[src/rtl/exc_sequencer_pkg.sv]
// Shared exception codes, address map and CP0 register numbers for the
// exception/interrupt sequencer and its CP0 register file.
package exc_sequencer_pkg;

   typedef logic [6:2] exc_code_t;

   typedef enum logic {
      ST_IDLE,
      ST_FLUSH
   } state_e;

   // Exception codes; EXC_CODE_DEFAULT marks "no exception in this slot".
   localparam exc_code_t EXC_CODE_DEFAULT = 5'd31;
   localparam exc_code_t EXC_INT          = 5'd0;
   localparam exc_code_t EXC_ADEL         = 5'd4;
   localparam exc_code_t EXC_ADES         = 5'd5;
   localparam exc_code_t EXC_RI           = 5'd10;
   localparam exc_code_t EXC_OV           = 5'd12;

   localparam logic [31:0] TEXT_BASE    = 32'h0000_3000;
   localparam logic [31:0] HANDLER_BASE = 32'h0000_4180;

   localparam logic [4:0] CP0_SR    = 5'd12;
   localparam logic [4:0] CP0_CAUSE = 5'd13;
   localparam logic [4:0] CP0_EPC   = 5'd14;
   localparam logic [4:0] CP0_PRID  = 5'd15;

endpackage

[src/rtl/exc_sequencer_if.sv]
// M-stage exception/CP0 bundle between the pipeline (master) and the
// exception sequencer (slave).
interface exc_sequencer_if;
   import exc_sequencer_pkg::*;

   logic        ValidM;
   logic [31:0] PCM;
   logic        BDM;
   exc_code_t   ExcCodeM;
   logic        EretM;
   logic [7:2]  HWInt;
   logic        CP0WeM;
   logic [4:0]  CP0AddrM;
   logic [31:0] CP0WdM;
   logic [31:0] CP0Rd;
   logic        ExcTakeM;
   logic        FlushAll;
   logic        PCRedirect;
   logic [31:0] PCTarget;

   modport master (
      output ValidM, PCM, BDM, ExcCodeM, EretM, HWInt, CP0WeM, CP0AddrM, CP0WdM,
      input  CP0Rd, ExcTakeM, FlushAll, PCRedirect, PCTarget
   );

   modport slave (
      input  ValidM, PCM, BDM, ExcCodeM, EretM, HWInt, CP0WeM, CP0AddrM, CP0WdM,
      output CP0Rd, ExcTakeM, FlushAll, PCRedirect, PCTarget
   );

endinterface

[src/rtl/cp0_regfile.sv]
// CP0 SR/Cause/EPC storage plus the MFC0 read mux. Exception entry wins over
// ERET, which wins over MTC0; the sequencer already gates all three by state.
module cp0_regfile
   import exc_sequencer_pkg::*;
#(
   parameter logic [31:0] PRID_VALUE = 32'h0000_0000
) (
   input  logic        clk,
   input  logic        reset,
   input  logic [7:2]  hw_int,
   input  logic        take,
   input  logic [31:0] take_epc,
   input  logic        take_bd,
   input  exc_code_t   take_code,
   input  logic        eret,
   input  logic        mtc0_en,
   input  logic [4:0]  addr,
   input  logic [31:0] wd,
   output logic        ie,
   output logic        exl,
   output logic [15:10] im,
   output logic [31:0] epc,
   output logic [31:0] rd
);

   logic        bd;
   logic [15:10] ip;
   exc_code_t   exc_code;

   always_ff @(posedge clk) begin
      if (reset) begin
         ie       <= 1'b0;
         exl      <= 1'b0;
         im       <= '0;
         epc      <= '0;
         bd       <= 1'b0;
         ip       <= '0;
         exc_code <= '0;
      end else begin
         ip <= hw_int;
         if (take) begin
            epc      <= take_epc;
            bd       <= take_bd;
            exc_code <= take_code;
            exl      <= 1'b1;
         end else if (eret) begin
            // A same-cycle MTC0 is dropped so ERET always returns to the old EPC.
            exl <= 1'b0;
         end else if (mtc0_en) begin
            case (addr)
               CP0_SR: begin
                  im  <= wd[15:10];
                  exl <= wd[1];
                  ie  <= wd[0];
               end
               CP0_EPC: epc <= wd;
               default: ;
            endcase
         end
      end
   end

   always_comb begin
      rd = '0;
      case (addr)
         CP0_SR:    rd = {16'b0, im, 8'b0, exl, ie};
         CP0_CAUSE: rd = {bd, 15'b0, ip, 3'b0, exc_code, 2'b0};
         CP0_EPC:   rd = epc;
         CP0_PRID:  rd = PRID_VALUE;
         default:   rd = '0;
      endcase
   end

endmodule

[src/rtl/exc_sequencer.sv]
// M-stage exception/interrupt/ERET sequencer: detects the event, updates CP0
// and spends one FLUSH cycle redirecting the PC to the handler or to EPC.
module exc_sequencer
   import exc_sequencer_pkg::*;
#(
   parameter logic [31:0] HANDLER_ADDR = HANDLER_BASE,
   parameter logic [31:0] PRID_VALUE   = 32'h0000_0000
) (
   input  logic             clk,
   input  logic             reset,
   exc_sequencer_if.slave   bus
);

   state_e      state, state_next;
   logic [31:0] target_q, target_next;
   logic        ie, exl;
   logic [15:10] im;
   logic [31:0] epc;
   logic        idle, int_req, exc_req, take, eret, mtc0_en;
   logic [31:0] take_epc;
   exc_code_t   take_code;

   assign idle     = (state == ST_IDLE);
   assign int_req  = ie & ~exl & (|(bus.HWInt & im)) & bus.ValidM;
   assign exc_req  = ~exl & bus.ValidM & (bus.ExcCodeM != EXC_CODE_DEFAULT);
   assign take     = idle & (int_req | exc_req);
   assign eret     = idle & bus.ValidM & bus.EretM & ~take;
   assign mtc0_en  = bus.CP0WeM & idle & ~take;
   assign take_epc = bus.BDM ? bus.PCM - 32'd4 : bus.PCM;
   assign take_code = int_req ? EXC_INT : bus.ExcCodeM;

   assign bus.ExcTakeM = take;

   cp0_regfile #(
      .PRID_VALUE (PRID_VALUE)
   ) u_cp0 (
      .clk       (clk),
      .reset     (reset),
      .hw_int    (bus.HWInt),
      .take      (take),
      .take_epc  (take_epc),
      .take_bd   (bus.BDM),
      .take_code (take_code),
      .eret      (eret),
      .mtc0_en   (mtc0_en),
      .addr      (bus.CP0AddrM),
      .wd        (bus.CP0WdM),
      .ie        (ie),
      .exl       (exl),
      .im        (im),
      .epc       (epc),
      .rd        (bus.CP0Rd)
   );

   // NOTE: sequential state uses non-blocking assignments so every flop samples pre-edge values.
   always_ff @(posedge clk) begin
      if (reset) begin
         state    <= ST_IDLE;
         target_q <= '0;
      end else begin
         state    <= state_next;
         target_q <= target_next;
      end
   end

   // NOTE: every output of this block gets a default first, so no path can infer a latch.
   always_comb begin
      state_next     = state;
      target_next    = target_q;
      bus.FlushAll   = 1'b0;
      bus.PCRedirect = 1'b0;
      bus.PCTarget   = '0;
      case (state)
         ST_IDLE: begin
            if (take) begin
               state_next  = ST_FLUSH;
               target_next = HANDLER_ADDR;
            end else if (eret) begin
               state_next  = ST_FLUSH;
               target_next = epc;
            end
         end
         ST_FLUSH: begin
            bus.FlushAll   = 1'b1;
            bus.PCRedirect = 1'b1;
            bus.PCTarget   = target_q;
            state_next     = ST_IDLE;
         end
         default: state_next = ST_IDLE;
      endcase
   end

endmodule

[src/flat_wrapper.sv]
// flat-port wrapper written by rule: the top's interface ports become plain ports
module exc_sequencer_flat import exc_sequencer_pkg::*;
#(
   parameter logic [31:0] HANDLER_ADDR = HANDLER_BASE,
   parameter logic [31:0] PRID_VALUE   = 32'h0000_0000
)
  (clk, reset, bus_ValidM, bus_PCM, bus_BDM, bus_ExcCodeM, bus_EretM, bus_HWInt, bus_CP0WeM, bus_CP0AddrM, bus_CP0WdM, bus_CP0Rd, bus_ExcTakeM, bus_FlushAll, bus_PCRedirect, bus_PCTarget);
  exc_sequencer_if bus_i ();
  input  logic clk;
  input  logic reset;
  input wire logic [$bits(bus_i.ValidM)-1:0] bus_ValidM;
  input wire logic [$bits(bus_i.PCM)-1:0] bus_PCM;
  input wire logic [$bits(bus_i.BDM)-1:0] bus_BDM;
  input wire logic [$bits(bus_i.ExcCodeM)-1:0] bus_ExcCodeM;
  input wire logic [$bits(bus_i.EretM)-1:0] bus_EretM;
  input wire logic [$bits(bus_i.HWInt)-1:0] bus_HWInt;
  input wire logic [$bits(bus_i.CP0WeM)-1:0] bus_CP0WeM;
  input wire logic [$bits(bus_i.CP0AddrM)-1:0] bus_CP0AddrM;
  input wire logic [$bits(bus_i.CP0WdM)-1:0] bus_CP0WdM;
  output wire logic [$bits(bus_i.CP0Rd)-1:0] bus_CP0Rd;
  output wire logic [$bits(bus_i.ExcTakeM)-1:0] bus_ExcTakeM;
  output wire logic [$bits(bus_i.FlushAll)-1:0] bus_FlushAll;
  output wire logic [$bits(bus_i.PCRedirect)-1:0] bus_PCRedirect;
  output wire logic [$bits(bus_i.PCTarget)-1:0] bus_PCTarget;
  assign bus_i.ValidM = bus_ValidM;
  assign bus_i.PCM = bus_PCM;
  assign bus_i.BDM = bus_BDM;
  assign bus_i.ExcCodeM = bus_ExcCodeM;
  assign bus_i.EretM = bus_EretM;
  assign bus_i.HWInt = bus_HWInt;
  assign bus_i.CP0WeM = bus_CP0WeM;
  assign bus_i.CP0AddrM = bus_CP0AddrM;
  assign bus_i.CP0WdM = bus_CP0WdM;
  assign bus_CP0Rd = bus_i.CP0Rd;
  assign bus_ExcTakeM = bus_i.ExcTakeM;
  assign bus_FlushAll = bus_i.FlushAll;
  assign bus_PCRedirect = bus_i.PCRedirect;
  assign bus_PCTarget = bus_i.PCTarget;
  exc_sequencer #(.HANDLER_ADDR(HANDLER_ADDR), .PRID_VALUE(PRID_VALUE)) u_core (.clk(clk), .reset(reset), .bus(bus_i));
endmodule
[config.mk]
export PLATFORM = sky130hd
export DESIGN_NAME = exc_sequencer_flat
export DESIGN_NICKNAME = d
export VERILOG_FILES = /design/src/rtl/exc_sequencer_pkg.sv /design/src/rtl/exc_sequencer_if.sv /design/src/rtl/cp0_regfile.sv /design/src/rtl/exc_sequencer.sv /design/src/flat_wrapper.sv
export SDC_FILE = /design/constraint.sdc
export NUM_CORES = 1
export LEC_CHECK = 0
export ABC_AREA = 1
export BUFFER_PORTS_ARGS = -buffer_cell sky130_fd_sc_hd__buf_2
export CAP_MARGIN = 15
export CORE_MARGIN = 2
export CORE_UTILIZATION = 45
export CTS_CLUSTER_DIAMETER = 50
export DETAILED_ROUTE_END_ITERATION = 10
export PLACE_DENSITY = 0.71
export REMOVE_ABC_BUFFERS = 1
export SLEW_MARGIN = 30
export SYNTH_ARGS = -nofsm -noshare
export SYNTH_HDL_FRONTEND = slang
export SYNTH_HIERARCHICAL = 1
export SYNTH_SLANG_ARGS = --single-unit
[constraint.sdc]
create_clock -name clk -period 2.6 [get_ports clk]
set_clock_uncertainty 0.15 [all_clocks]
set_input_delay 0.39 -clock clk [delete_from_list [all_inputs] [get_ports clk]]
set_output_delay 0.39 -clock clk [all_outputs]
set_load 0.02 [all_outputs]
# Word level (Yosys, flattened, before mapping)
# Index checks and enable logic that the tools add are counted.
word_totals:
  register_bits: 85
  wordCells: 60
  output_inout_bits: 67
op_classes:
  n_reduce_logical: 10
  muxes: 18
  bitwise: 17
  n_eq_ne: 5
  n_addsub: 1
ops:
  columns: ["operator", "count"]
  rows:
  - ["2-to-1 mux 32 bit", 8]
  - ["one-hot mux 32 bit (3 select lines)", 1]
  - ["subtractor 32 x 3 -> 32 bit (second input constant)", 1]
  - ["== test 5 x 4 -> 1 bit (second input constant)", 3]
  - ["bitwise AND 1 bit", 11]
  - ["2-to-1 mux 1 bit", 7]
  - ["bitwise AND 6 bit", 1]
  - ["nonzero test 2 bit", 3]
  - ["nonzero test 3 bit", 2]
  - ["OR reduction 6 bit", 1]
  - ["2-to-1 mux 5 bit", 1]
  - ["inequality test 5 bit (second input constant)", 1]
  - ["NOT 1 bit", 4]
  - ["AND reduction 2 bit", 2]
  - ["AND reduction 4 bit", 1]
  - ["AND reduction 3 bit", 1]
  - ["inequality test 2 x 1 -> 1 bit (second input constant)", 1]
  - ["one-hot mux 1 bit (2 select lines)", 1]
  - ["OR 1 bit", 1]

# Longest topological paths before layout
depth:
  ltp_word: 11
  ltp_mapped: 16
  ltp_nobuf: 14

# Hierarchy
# Netlist, hierarchy kept.
modules_own_cells:
  columns: ["module", "cells_each", "seq_area_each_um2", "n_inst", "area_per_inst_um2"]
  rows:
  - ["cp0_regfile", 466, 1041.0, 1, 2772.7]
  - ["exc_sequencer", 404, 660.6, 1, 2426.1]

# Worst setup path before layout
# No wires, ideal clock.
synth_path:
  path_kind: "input port to flip-flop"
  start: "in bus_HWInt[5]"
  end: "reg u_core.u_cp0.ie"
  stages: 15
  arrival_ps: 1882
  n_path_buf: 1
  setup_ps: 116
  t_required_ps: 2334
  path_slack_ps: 452
  path_cell_list: "nand2_1 nand2_1 nor2_1 nand2_1 nand2_1 nand2_1 nand2_2 buf_2 inv_1 inv_2 nand2_1 nor2_2 inv_1 nor2_1 nor2_1"
synth_between:
  elab_chain_len: 10
  elab_cells_between_ends: 11
  classes_between: "bitwise: 9; reduce/logical: 2"
synth_rtl:
  columns: ["item", "line_no", "rtl"]
  rows:
  - ["from (decl)", "flat_wrapper.sv:16", "input wire logic [$bits(bus_i.HWInt)-1:0] bus_HWInt;"]
  - ["bitwise AND 6 bit *", "exc_sequencer.sv:24", "assign int_req = ie & ~exl & (|(bus.HWInt & im)) & bus.ValidM;"]
  - ["OR reduction 6 bit *", "exc_sequencer.sv:24", null]
  - ["bitwise AND 1 bit * (2 in a row)", "exc_sequencer.sv:24", null]
  - ["OR 1 bit *", "exc_sequencer.sv:26", "assign take = idle & (int_req | exc_req);"]
  - ["bitwise AND 1 bit *", "exc_sequencer.sv:26", null]
  - ["via bus_ExcTakeM", "flat_wrapper.sv:21", "output wire logic [$bits(bus_i.ExcTakeM)-1:0] bus_ExcTakeM;"]
  - ["NOT 1 bit *", "exc_sequencer.sv:27, exc_sequencer.sv:28", null]
  - ["bitwise AND 1 bit", "exc_sequencer.sv:27", "assign eret = idle & bus.ValidM & bus.EretM & ~take;"]
  - ["NOT 1 bit (no line)", null, null]
  - ["AND reduction 4 bit (no line) *", null, null]
  - ["to (signal assigned)", "cp0_regfile.sv:54", "ie <= wd[0];"]
  - ["to (decl)", "cp0_regfile.sv:19", "output logic ie,"]
# Mark *: on every way through the listed nets, which the timed path passes. The rest lies on a longest branch.
# A chain may end at the register's enable or synchronous reset.

# Final worst setup path
layout_path:
  start: "reg u_core.u_cp0.exl"
  end: "out bus_ExcTakeM"
layout_between:
  elab_chain_len: 6
  elab_cells_between_ends: 8
  classes_between: "bitwise: 8"
layout_rtl:
  columns: ["item", "line_no", "rtl"]
  rows:
  - ["from (decl)", "cp0_regfile.sv:20", "output logic exl,"]
  - ["from (signal assigned)", "cp0_regfile.sv:53", "exl <= wd[1];"]
  - ["NOT 1 bit *", "exc_sequencer.sv:24, exc_sequencer.sv:25", null]
  - ["bitwise AND 1 bit (3 in a row)", "exc_sequencer.sv:24", null]
  - ["OR 1 bit *", "exc_sequencer.sv:26", null]
  - ["bitwise AND 1 bit *", "exc_sequencer.sv:26", null]
  - ["to (decl)", "flat_wrapper.sv:21", null]
# Every way passes the cells marked *; elsewhere a longest branch is shown, timed or not.

==> results.md <==
- Largest cells by area after synthesis: dfxtp_1 33%, nand2_1 19%, nor2_1 10%
- GRT Overall Usage: 24.1%
- CTS HTree Levels: 3
- PwrDens: between 500 and 600 mW/mm^2
- FP Rows: 39
- PostCTS Resize Cnt: 0
- Max cap viols: 0
- Initial DRC count: between 300 and 400
- Die area: 0.0124 sq mm
- Number of global-route vias before repair: roughly 5100
- CP most frequent cell: nand2_1
- Post-DP HPWL: 10700 um
- RSZ-0062 raised after global routing: no
- Final hold vios: 0
- Clock root cell: clkbuf_16
- Max Transition Viols Final: 0
- Main synth FF type: dfxtp_1
- Leakage power: about 3.5 nW
- CTS Sinks: 85
- Mapped Avg Cell Area: between 5 and 6 sq um
- Post-synth EDFFs: 0
- Fin crit period: 2.28 ns
- Post-synthesis sequential element count: 85
- Worst vdd ir: approximately 270 uV
- P_sw: between 1 and 1.5 mW
- Vias: around 5500
- Pint: roughly 2.3 mW
- Min Hold Slack: between 0.1 and 0.15 ns
- Drt pass-1 iters: 5
- Net Sw Frac: 31.0%
- Largest net degree at the start of global routing: between 60 and 70
- Post-Syn Instances: 870
- Critical Path Sink Type: primary output
- Starting Density: approximately 46%
- Register area share after synthesis: around a third
- Yosys warning count: 6
- Core area: between 0.01 and 0.015 sq mm
- Worst setup SP type: flop
- Setup WS post-layout: about 0.32 ns
- Setup Total Neg Slack: 0 ns
- Congestion Overflow GR: 0
- Port Buffer Count: 152
- Clock Latency Late Sink: approximately 0.34 ns
- Total power draw: ~3.3 mW
- Pre-CTS WS: about 0.3 ns
- Share of cells above drive strength 1: approximately 22%
- Final RePlAce weighted congestion: 0.966
- CP arrival: 1.74 ns
- Yosys top cell area share: 32.7%
- Nets: approximately 1100
- CP peak stage delay: ~0.31 ns
- Worst path cell trace: nor2_1 -> and2_1 -> nand2_1 -> nand2_1 -> nand2_2 -> inv_1 -> buf_2
- Req. time, crit path: 2.06 ns
- Tightest Pin Transition: 0.614 ns
- Chip height: 111 um
- Netlist Area Pre-Place: approximately 0.0052 sq mm
- DRT antenna net count: 0
- Setup violations, final: 0
- F_max: between 400 and 500 MHz
- Status: finished clean
- Crit Path Class: reg -> out
- Total routed wirelength: approximately 15000 um
- Clock transition at the registers of the reported paths: 0.06 ns
- Area delta synth->final: 22.2%
- Post-CTS Setup Bufs: 0
- CTS tree: done
- Wirelength per Cell: roughly 13 um
- Seq pwr share: approximately 43%
- Most common cell after layout, fill and taps aside: nand2_1
- Final Cycle Share: 87.5%
- Hold-fix buffers, CTS: 0
- Synth cell types: 33
- Num ports: roughly 150
- Die extent in x: approximately 110 um
- Post-route DRC violation count: 0
- Commonest non-fill, non-tap cells in the layout: 262 x nand2_1, 152 x buf_2, 145 x nor2_1
- Worst-case clock buffer depth: 2
- Ys async rst share: 0%
- CP max FO: 8
- HP Class: in -> reg
- Vias per cell: 4.77
- First-pass GRT wire length: ~25000 um
- Synth area leader: dfxtp_1
- Slew margin rel.: between 50% and 60%
- Critical path's slowest cell: dfxtp_1
- Antenna violations before repair: 2
- Clock share of power: between 30% and 40%
- Comb pwr share: 19.5%
- CTS buffer count: 9
[worst max-delay path, delay by kind of cell, from the launching register on]
kind,cells,cell delay (ns)
buffers and inverters,2,0.45
flip-flops,1,0.31
AND/OR/NAND/NOR,5,0.63
[per-layer routing]
layer	routed length (um)	global-route usage, %	up-vias
li1	-	-	2918
met1	7040	32.9	2397
met2	6700	38.8	171
met3	813	3.65	21
met4	293	8.64	0
met5	0	0	-
[synth_stat cells (6+ instances only)]
| library cell | count |
|---|---|
| a21oi_1 | 31 |
| nand3_1 | 69 |
| buf_2 | 12 |
| inv_1 | 116 |
| nand2_1 | 262 |
| xor2_1 | 17 |
| nor2_1 | 145 |
| clkbuf_1 | 25 |
| dfxtp_1 | 85 |
| o21ai_0 | 26 |
| nor2_2 | 18 |
| inv_2 | 6 |
| nand2_2 | 6 |
| nand4_1 | 6 |
[sequential cells by signal, summed over array words and instances, names as in the netlist]
signal	cells
u_core/state	1
u_core/u_cp0/ip	6
u_core/u_cp0/exc_code	5
u_core/u_cp0/im	6
u_core/u_cp0/ie	1
u_core/target_q	32
u_core/u_cp0/epc	32
u_core/u_cp0/exl	1
u_core/u_cp0/bd	1
[stage by stage]
step                      cell area [sq um]  util (%)  instances
final                                  6350      55.9       1154
after global routing                   6350      55.9       1154
after CTS                              6350      55.8       1152
after detailed placement               6060      53.3       1136
after global placement                 6060      53.3       1136
after floorplan                        5000         -        826
[layout make-up]
type	instances	area (sq um)
Timing Repair Buffer	167	886
Fill cell	1223	5020
Multi-Input combinational cell	619	2840
Antenna cell	2	5.00
Clock inverter	6	46.3
Sequential cell	85	1700
Tap cell	143	179
Inverter	122	458
Clock buffer	10	239
[final timing paths]
| path | start | to | slack (ns) | cells after the start |
|---|---|---|---|---|
| max | u_core/u_cp0/exl | bus_ExcTakeM | 0.32 | 7 |
| min | bus_HWInt[3] | u_core/u_cp0/ip[13] | 0.11 | 3 |
| max reg2reg | u_core/u_cp0/exl | u_core/u_cp0/epc[13] | 0.47 | 11 |
| min reg2reg | u_core/u_cp0/epc[19] | u_core/target_q[19] | 0.32 | 2 |
[cell families after synthesis]
| kind of cell | after synthesis | synth area share, % |
|---|---|---|
| compound gates | 67 | 6.84 |
| xor+xnor | 23 | 4.02 |
| fa+ha+maj | 1 | 0.241 |
| buf+inv | 166 | 12.7 |
| flops | 85 | 32.7 |
| simple gates | 528 | 43.5 |
[power groups by stage]
| stage | logic (mW) | clock network [mW] | registers (mW) |
|---|---|---|---|
| after floorplan | 0.397 | 0 | 1.46 |
| after CTS | 0.647 | 1.26 | 1.43 |
| final | 0.647 | 1.24 | 1.43 |
| after global placement | 0.638 | 0 | 1.46 |
| after detailed placement | 0.641 | 0 | 1.46 |
| after global routing | 0.739 | 1.32 | 1.44 |
Note: power is estimated with default switching activity, not from simulation.
